[src/rtl/seg7_count_ctrl_if.sv]
// seg7_count_ctrl_if: button/counter/display signal bundle for the seg7 count controller
interface seg7_count_ctrl_if;
  logic        start_stop;
  logic        clear;
  logic [15:0] bcd_in;
  logic        count_en;
  logic        cnt_clr;
  logic [1:0]  state;
  logic [3:0]  an;
  logic [6:0]  seg;
  logic        dp_n;
  modport master (
    output start_stop, clear, bcd_in,
    input  count_en, cnt_clr, state, an, seg, dp_n
  );
  modport slave (
    input  start_stop, clear, bcd_in,
    output count_en, cnt_clr, state, an, seg, dp_n
  );
endinterface

[src/rtl/seg7_count_ctrl.sv]
// seg7_count_ctrl: run/pause/clear FSM, count prescaler and 4-digit multiplexed 7-segment driver
module seg7_count_ctrl #(
  parameter int TICK_DIV = 10_000_000,
  parameter int SCAN_DIV = 100_000,
  parameter bit SATURATE = 1'b1
) (
  input logic clk,
  input logic rst_n,
  seg7_count_ctrl_if.slave bus
);
  localparam int TW = TICK_DIV > 1 ? $clog2(TICK_DIV) : 1;
  localparam int SW = SCAN_DIV > 1 ? $clog2(SCAN_DIV) : 1;
  localparam logic [TW-1:0] TICK_LAST = TW'(TICK_DIV - 1);
  localparam logic [SW-1:0] SCAN_LAST = SW'(SCAN_DIV - 1);
  typedef enum logic [1:0] {IDLE = 2'b00, RUN = 2'b01, PAUSE = 2'b10, HALT = 2'b11} state_t;
  state_t state_q, state_d;
  logic [TW-1:0] tick_cnt_q, tick_cnt_d;
  logic [SW-1:0] scan_cnt_q, scan_cnt_d;
  logic [1:0] idx_q, idx_d;
  logic count_en_q, count_en_d;
  logic cnt_clr_q, cnt_clr_d;
  logic [3:0] an_q, an_d;
  logic [6:0] seg_q, seg_d;
  logic dp_n_q, dp_n_d;
  logic tick, at_max, scan_wrap, blank;
  logic [3:0] digit;
  logic [6:0] glyph;
  assign tick = (state_q == RUN) && (tick_cnt_q == TICK_LAST);
  assign at_max = bus.bcd_in == 16'h9999;
  assign scan_wrap = scan_cnt_q == SCAN_LAST;
  assign digit = bus.bcd_in[{idx_q, 2'b00} +: 4];
  assign blank = (idx_q != 2'd0) && ((bus.bcd_in >> {idx_q, 2'b00}) == 16'h0);
  // FSM transitions and prescaler; clear overrides everything, including a coincident tick
  always_comb begin
    state_d = state_q;
    tick_cnt_d = tick_cnt_q;
    count_en_d = 1'b0;
    cnt_clr_d = bus.clear;
    if (state_q == RUN) tick_cnt_d = tick ? '0 : tick_cnt_q + TW'(1);
    case (state_q)
      IDLE: if (bus.start_stop) state_d = RUN;
      RUN: begin
        if (tick && SATURATE && at_max) state_d = HALT;
        else begin
          count_en_d = tick;
          if (bus.start_stop) state_d = PAUSE;
        end
      end
      PAUSE: if (bus.start_stop) state_d = RUN;
      default: ;
    endcase
    if (bus.clear) begin
      state_d = IDLE;
      tick_cnt_d = '0;
      count_en_d = 1'b0;
    end
  end
  // BCD digit to active-low {g,f,e,d,c,b,a}; anything above 9 renders as a dash
  always_comb begin
    case (digit)
      4'd0: glyph = 7'b1000000;
      4'd1: glyph = 7'b1111001;
      4'd2: glyph = 7'b0100100;
      4'd3: glyph = 7'b0110000;
      4'd4: glyph = 7'b0011001;
      4'd5: glyph = 7'b0010010;
      4'd6: glyph = 7'b0000010;
      4'd7: glyph = 7'b1111000;
      4'd8: glyph = 7'b0000000;
      4'd9: glyph = 7'b0010000;
      default: glyph = 7'b0111111;
    endcase
  end
  // Free-running digit scanner and the display word for the digit currently selected
  always_comb begin
    scan_cnt_d = scan_wrap ? '0 : scan_cnt_q + SW'(1);
    idx_d = scan_wrap ? idx_q + 2'd1 : idx_q;
    an_d = ~(4'b0001 << idx_q);
    seg_d = blank ? 7'h7F : glyph;
    dp_n_d = !((state_q == HALT) || (state_q == PAUSE && idx_q == 2'd0));
  end
  // State and output registers
  always_ff @(posedge clk or negedge rst_n) begin
    if (!rst_n) begin
      state_q <= IDLE;
      tick_cnt_q <= '0;
      scan_cnt_q <= '0;
      idx_q <= 2'd0;
      count_en_q <= 1'b0;
      cnt_clr_q <= 1'b0;
      an_q <= 4'b1111;
      seg_q <= 7'h7F;
      dp_n_q <= 1'b1;
    end else begin
      state_q <= state_d;
      tick_cnt_q <= tick_cnt_d;
      scan_cnt_q <= scan_cnt_d;
      idx_q <= idx_d;
      count_en_q <= count_en_d;
      cnt_clr_q <= cnt_clr_d;
      an_q <= an_d;
      seg_q <= seg_d;
      dp_n_q <= dp_n_d;
    end
  end
  assign bus.count_en = count_en_q;
  assign bus.cnt_clr = cnt_clr_q;
  assign bus.state = state_q;
  assign bus.an = an_q;
  assign bus.seg = seg_q;
  assign bus.dp_n = dp_n_q;
endmodule

[src/flat_wrapper.sv]
// flat-port wrapper written by rule: the top's interface ports become plain ports
module seg7_count_ctrl_flat 
#(
  parameter int TICK_DIV = 10_000_000,
  parameter int SCAN_DIV = 100_000,
  parameter bit SATURATE = 1'b1
)
  (clk, rst_n, bus_start_stop, bus_clear, bus_bcd_in, bus_count_en, bus_cnt_clr, bus_state, bus_an, bus_seg, bus_dp_n);
  seg7_count_ctrl_if bus_i ();
  input logic clk;
  input logic rst_n;
  input wire logic [$bits(bus_i.start_stop)-1:0] bus_start_stop;
  input wire logic [$bits(bus_i.clear)-1:0] bus_clear;
  input wire logic [$bits(bus_i.bcd_in)-1:0] bus_bcd_in;
  output wire logic [$bits(bus_i.count_en)-1:0] bus_count_en;
  output wire logic [$bits(bus_i.cnt_clr)-1:0] bus_cnt_clr;
  output wire logic [$bits(bus_i.state)-1:0] bus_state;
  output wire logic [$bits(bus_i.an)-1:0] bus_an;
  output wire logic [$bits(bus_i.seg)-1:0] bus_seg;
  output wire logic [$bits(bus_i.dp_n)-1:0] bus_dp_n;
  assign bus_i.start_stop = bus_start_stop;
  assign bus_i.clear = bus_clear;
  assign bus_i.bcd_in = bus_bcd_in;
  assign bus_count_en = bus_i.count_en;
  assign bus_cnt_clr = bus_i.cnt_clr;
  assign bus_state = bus_i.state;
  assign bus_an = bus_i.an;
  assign bus_seg = bus_i.seg;
  assign bus_dp_n = bus_i.dp_n;
  seg7_count_ctrl #(.TICK_DIV(TICK_DIV), .SCAN_DIV(SCAN_DIV), .SATURATE(SATURATE)) u_core (.clk(clk), .rst_n(rst_n), .bus(bus_i));
endmodule
[config.mk]
export PLATFORM = sky130hd
export DESIGN_NAME = seg7_count_ctrl_flat
export DESIGN_NICKNAME = d
export VERILOG_FILES = /design/src/rtl/seg7_count_ctrl_if.sv /design/src/rtl/seg7_count_ctrl.sv /design/src/flat_wrapper.sv
export SDC_FILE = /design/constraint.sdc
export NUM_CORES = 1
export LEC_CHECK = 0
export ABC_CLOCK_PERIOD_IN_PS = 5400
export CAP_MARGIN = 30
export CORE_MARGIN = 2
export CORE_UTILIZATION = 45
export CTS_BUF_LIST = sky130_fd_sc_hd__clkbuf_2 sky130_fd_sc_hd__clkbuf_4 sky130_fd_sc_hd__clkbuf_8
export DETAILED_ROUTE_END_ITERATION = 12
export GPL_TIMING_DRIVEN = 0
export HOLD_SLACK_MARGIN = 0.08
export PLACE_DENSITY = 0.74
export SYNTH_ARGS = -nofsm -noshare
export SYNTH_HDL_FRONTEND = slang
export SYNTH_SLANG_ARGS = --single-unit
export TNS_END_PERCENT = 100
[constraint.sdc]
create_clock -name clk -period 5.4 [get_ports clk]
set_clock_uncertainty 0.2 [all_clocks]
set_input_delay 1.08 -clock clk [delete_from_list [all_inputs] [get_ports clk]]
set_output_delay 1.08 -clock clk [all_outputs]
set_load 0.02 [all_outputs]
* Yosys cells after proc, flatten, opt, wreduce, memory -nomap -nowiden
Memory sizes are Yosys's and may differ from the RTL's. Cells that the tools add are included.
Storage, ports and cells: bits in registers 59, memory bits (read-only) 112, bits of input ports 20, logic and storage cells 52, memories 1
Memory list:
- (name not given) | depth 16, width 7, read ports 1, clocked after Yosys merged registers in 0, write ports 0, RTL line seg7_count_ctrl.sv:60 | case (digit)
Cells by class: $add $sub $neg 3, equal/unequal tests 8, shift-type cells 3, muxes and demuxes 13, bitwise operators 1, reductions and logical operators 14
Operator list (count):
- 2-to-1 mux 24 bit | 3
- adder 24 x 1 -> 24 bit (second input constant) | 1
- == test 24 bit (second input constant) | 1
- adder 17 x 1 -> 17 bit (second input constant) | 1
- == test 17 bit (second input constant) | 1
- 2-to-1 mux 17 bit | 1
- == test 16 bit (second input constant) | 1
- zero test 16 bit | 1
- indexed part select 16 x 5 -> 4 bit | 1
- right shift 16 x 4 -> 16 bit | 1
- 2-to-1 mux 2 bit | 4
- 2-to-1 mux 7 bit | 1
- == test 2 bit (second input constant) | 2
- logical AND 1 bit | 4
- zero test 2 bit | 2
- inequality test 4 bit (second input constant) | 1
- inverter 4 bit | 1
- one-hot mux 2 bit (2 select lines) | 1
- nonzero test 2 bit | 2
- << shifter 1 x 2 -> 4 bit (first input constant) | 1
- 2-to-1 mux 1 bit | 3
- inequality test 3 x 1 -> 1 bit (second input constant) | 1
- AND reduction 3 bit | 1
- nonzero test 3 bit | 1
- other kinds (5) | 5

* Depth between registers and ports, before layout
word-level depth 6, depth in mapped cells 7

* Worst setup path before layout
Ideal clock, no wire load.
path kind input to register, from input bus_bcd_in[13], to register u_core.seg_q[2], in the netlist u_core.bus.seg[2], setup time 0.081 ns, data arrival time 2.410 ns, data required time 5.119 ns, slack 2.708 ns, stages on the path 6, cell sequence mux4_2 -> inv_1 -> ha_1 -> o2111ai_1 -> a211o_1 -> o211ai_1
Between the ends: longest elaborated chain between the ends 4, elaborated cells on any way between the ends 6, classes of those cells shift (2); mux (1); reduce/logical (2); memory (1)
Ends and longest elaborated chain:
- start: declaration | RTL line flat_wrapper.sv:14 | input wire logic [$bits(bus_i.bcd_in)-1:0] bus_bcd_in;
- branches (longest 3 deep; another with memory read (16 x 7 bit))
- 2-to-1 mux 7 bit (*) | RTL line seg7_count_ctrl.sv:79 | seg_d = blank ? 7'h7F : glyph;
- named net u_core.seg_d[2] | RTL line seg7_count_ctrl.sv:23 | logic [6:0] seg_q, seg_d;
- end signal: assignment | RTL line seg7_count_ctrl.sv:102 | seg_q <= seg_d;
- end: declaration | RTL line seg7_count_ctrl.sv:23
Mark *: on every way through the listed nets, which the timed path passes. A chain may end at the register's enable or synchronous reset.

* Final worst setup path
from input bus_bcd_in[12], to register u_core.seg_q[0], in the netlist u_core.bus.seg[0]
The elaborated chain is that of the path after synthesis.

==> flow_summary.json <==
{
  "status": "finished clean",
  "detail-route-antenna-nets": 0,
  "hold_class": "reg2reg",
  "coreArea_sq_um": 7210,
  "crit_path_max_fanout": 7,
  "syn_avg_cell_area_sq_um": 9.99,
  "fin_crit_ns": 3.06,
  "met1_length_microns": 3480,
  "h-tree-depth": 3,
  "dp_hpwl_microns": 5300,
  "cts_setup_buffers": 0,
  "cts.sinks": 59,
  "p_per_area_nw_per_um2": 256,
  "startpoint_type": "primary input",
  "clk_pin_slew_worst_paths_ns": 0.07,
  "setup_tns_ns": 0,
  "overflow": 0,
  "initial_core_util_pct": 46.4,
  "min_period_over_period_pct": 56.7,
  "drv_cap": 0,
  "fin_total_pwr_mw": 1.05,
  "hold_buffers": 0,
  "fillers": 627,
  "grt_pass1_wl_microns": 12600,
  "worstPathArrival_ns": 3.13,
  "required_ns": 5.47,
  "root_buffer": "clkbuf_8",
  "wl_met3_microns": 351,
  "die_area_sq_um": 8140,
  "synth_ff_type": "dfrtp_1",
  "grt_max_degree": 32,
  "crit_buf_inv": 2,
  "maxSlewHeadroom_pct": 55.4,
  "crit_family": "compound AO/OA/AOI/OAI gates",
  "rows": 31,
  "synth_seq_cells": 59,
  "peakVddDrop_uv": 126,
  "io_pins": 36,
  "ys.warnings.count": 0,
  "timing.fmax_mhz": 327,
  "dieHeight_microns": 90.2,
  "synthCells": 335,
  "end_kind": "flop",
  "drtIter0Drc": 149,
  "setup_viol": 0,
  "crit_chain": "clkdlybuf4s50_1 -> mux4_2 -> inv_1 -> ha_1 -> o2111ai_1 -> a211o_1 -> o211ai_1",
  "seqCellArea_sq_um": 1490,
  "gp_congestion": 0.934,
  "p_leak_nw": 1.68,
  "drc_errors": 0,
  "vias_per_cell": 5.74,
  "insertion_delay_ns": 0.34,
  "crit_path_max_incr_delay_ns": 0.56,
  "fp.dieW_microns": 90.2,
  "slew_violations": 0,
  "fin_nets": 412,
  "top_layer": "met4",
  "cts_tree": "done",
  "port_buffers": 35,
  "synthArstFlopShare_pct": 100,
  "finalHoldViolations": 0,
  "drive_gt1_share_pct": 13.4,
  "rsz0062_at_grt": "false",
  "multi_input_area_sq_um": 1730,
  "slowest_stage": "mux4_2",
  "routed-via-count": 2792,
  "wl_met2_microns": 3580,
  "worstMarginPinSlew_ns": 0.668,
  "first_pass_iters": 5,
  "grt_pass1_vias": 2661,
  "synth-edff-count": 0,
  "wirelength_microns": 7550,
  "synth_nets": 365,
  "diodes": 0,
  "netlist_area_sq_um": 3350,
  "antenna_found_initial": 0,
  "post_drt_wl_per_cell_microns": 15.5,
  "cts_made_buffers": 9,
  "synthDistinctLibCells": 49,
  "cts_max_path_buffers": 2,
  "yosysSeqAreaShare_pct": 44.6,
  "cts_resized": 0,
  "syn2layout_area_growth_pct": 21.9,
  "critPathKind": "in2reg",
  "grt_usage_pct": 19.5
}
## sequential cells by signal, indices dropped and copies added, names as in the netlist
name / count
u_core.bus.an: 4
u_core.bus.cnt_clr: 1
u_core.bus.count_en: 1
u_core.bus.dp_n: 1
u_core.bus.seg: 7
u_core.bus.state: 2
u_core.idx_q: 2
u_core.scan_cnt_q: 17
u_core.tick_cnt_q: 24
## logic make-up after synthesis
group | count (synthesis) | share of synthesized area, %
xor gates and xnor gates | 21 | 5.50
AOI/OAI and AO/OA | 59 | 12.3
buffers and inverters | 30 | 3.78
muxes | 12 | 5.20
adders and majority gates | 10 | 3.74
DFF | 59 | 44.6
and+or+nand+nor | 144 | 25.0
## layout by cell type (no fill, tap or decap), types with 5 or more instances in the layout
| cell | n |
|---|---|
| dfrtp_1 | 47 |
| clkdlybuf4s50_1 | 34 |
| nor2_1 | 25 |
| nand2_1 | 23 |
| xor2_1 | 15 |
| a21oi_1 | 14 |
| inv_1 | 14 |
| nand3_1 | 13 |
| dfstp_2 | 12 |
| nand4_1 | 11 |
| ha_1 | 10 |
| clkbuf_8 | 10 |
| and3_1 | 9 |
| buf_2 | 9 |
| nor3_1 | 9 |
| o21ai_0 | 9 |
| nor4_1 | 8 |
| nor2b_1 | 8 |
| o211ai_1 | 8 |
| o31ai_1 | 7 |
| and4_1 | 7 |
| clkbuf_1 | 6 |
| or4_1 | 6 |
| xnor2_1 | 6 |
| o2111ai_1 | 6 |
| mux2i_1 | 5 |
## synth_stat cells (all sizes together) (2+ instances only)
cell type / instances / area, sq um
dfrtp: 47 / 1180
nor2: 25 / 93.8
nand2: 23 / 86.3
xor2: 15 / 131
a21oi: 14 / 70.1
inv: 14 / 52.6
nand3: 13 / 65.1
o21ai: 13 / 65.1
dfstp: 12 / 315
nand4: 12 / 81.3
buf: 10 / 51.3
ha: 10 / 125
and3: 9 / 56.3
nor3: 9 / 45.0
nor2b: 8 / 50.1
nor4: 8 / 50.1
o211ai: 8 / 60.1
and4: 7 / 61.3
o31ai: 7 / 52.6
or4: 7 / 56.3
clkbuf: 6 / 22.5
o2111ai: 6 / 52.6
xnor2: 6 / 52.6
mux2i: 5 / 50.1
mux4: 4 / 90.1
nand2b: 4 / 25.0
nor4b: 4 / 50.1
or3: 4 / 25.0
and2: 3 / 18.8
mux2: 3 / 33.8
nor4bb: 3 / 30.0
a211o: 2 / 17.5
a211oi: 2 / 20.0
and4b: 2 / 20.0
nor3b: 2 / 15.0
o221ai: 2 / 17.5
## path summary, 6_finish.rpt
check | startpoint | end | slack [ns] | cells after the start
hold / removal | u_core.scan_cnt_q[0]$_DFF_PN0_ | u_core.scan_cnt_q[0]$_DFF_PN0_ | 0.25 | 1
max in group asynchronous | rst_n | u_core.bus.dp_n$_DFF_PN1_ | 3.75 | 2
setup / recovery | bus_bcd_in[12] | u_core.bus.seg[0]$_DFF_PN1_ | 2.34 | 7
min in group asynchronous | rst_n | u_core.bus.cnt_clr$_DFF_PN0_ | 0.57 | 1
setup reg to reg | u_core.idx_q[0]$_DFFE_PN0N_ | u_core.bus.seg[0]$_DFF_PN1_ | 2.90 | 7
hold reg to reg | u_core.scan_cnt_q[0]$_DFF_PN0_ | u_core.scan_cnt_q[0]$_DFF_PN0_ | 0.25 | 1
## routing by layer
metal	track usage, %	vias up
met4	10.9	0
met3	3.86	13
li1	-	1333
met1	25.4	1361
met5	0	-
met2	30.5	85
## report_power, final
group | total, mW | internal [mW] | switching [mW]
Sequential | 0.457 | 0.452 | 0.00419
Clock | 0.501 | 0.323 | 0.178
Combinational | 0.0880 | 0.0381 | 0.0499
## through the flow
stage	setup slack [ns]	hold WS, ns	cells	utilization [%]	cell area [sq um]
final	2.34	0.254	486	56.6	4080
after global routing	2.26	0.288	486	56.6	4080
after CTS	2.36	0.256	486	56.6	4080
after detailed placement	2.00	0.248	470	53.2	3840
after global placement	1.22	0.237	469	53.0	3820
after floorplan	2.71	0.224	335	-	3350
## layout make-up
class / instances / area share (%)
inverter: 14 / 1.29
clock buffer: 11 / 3.56
timing repair buffer: 36 / 8.95
multi-input combinational: 246 / 42.4
tap: 99 / 3.03
buffer: 16 / 1.81
clock inverter: 5 / 2.45
sequential: 59 / 36.5
Note: power is estimated with default switching activity, not from simulation.
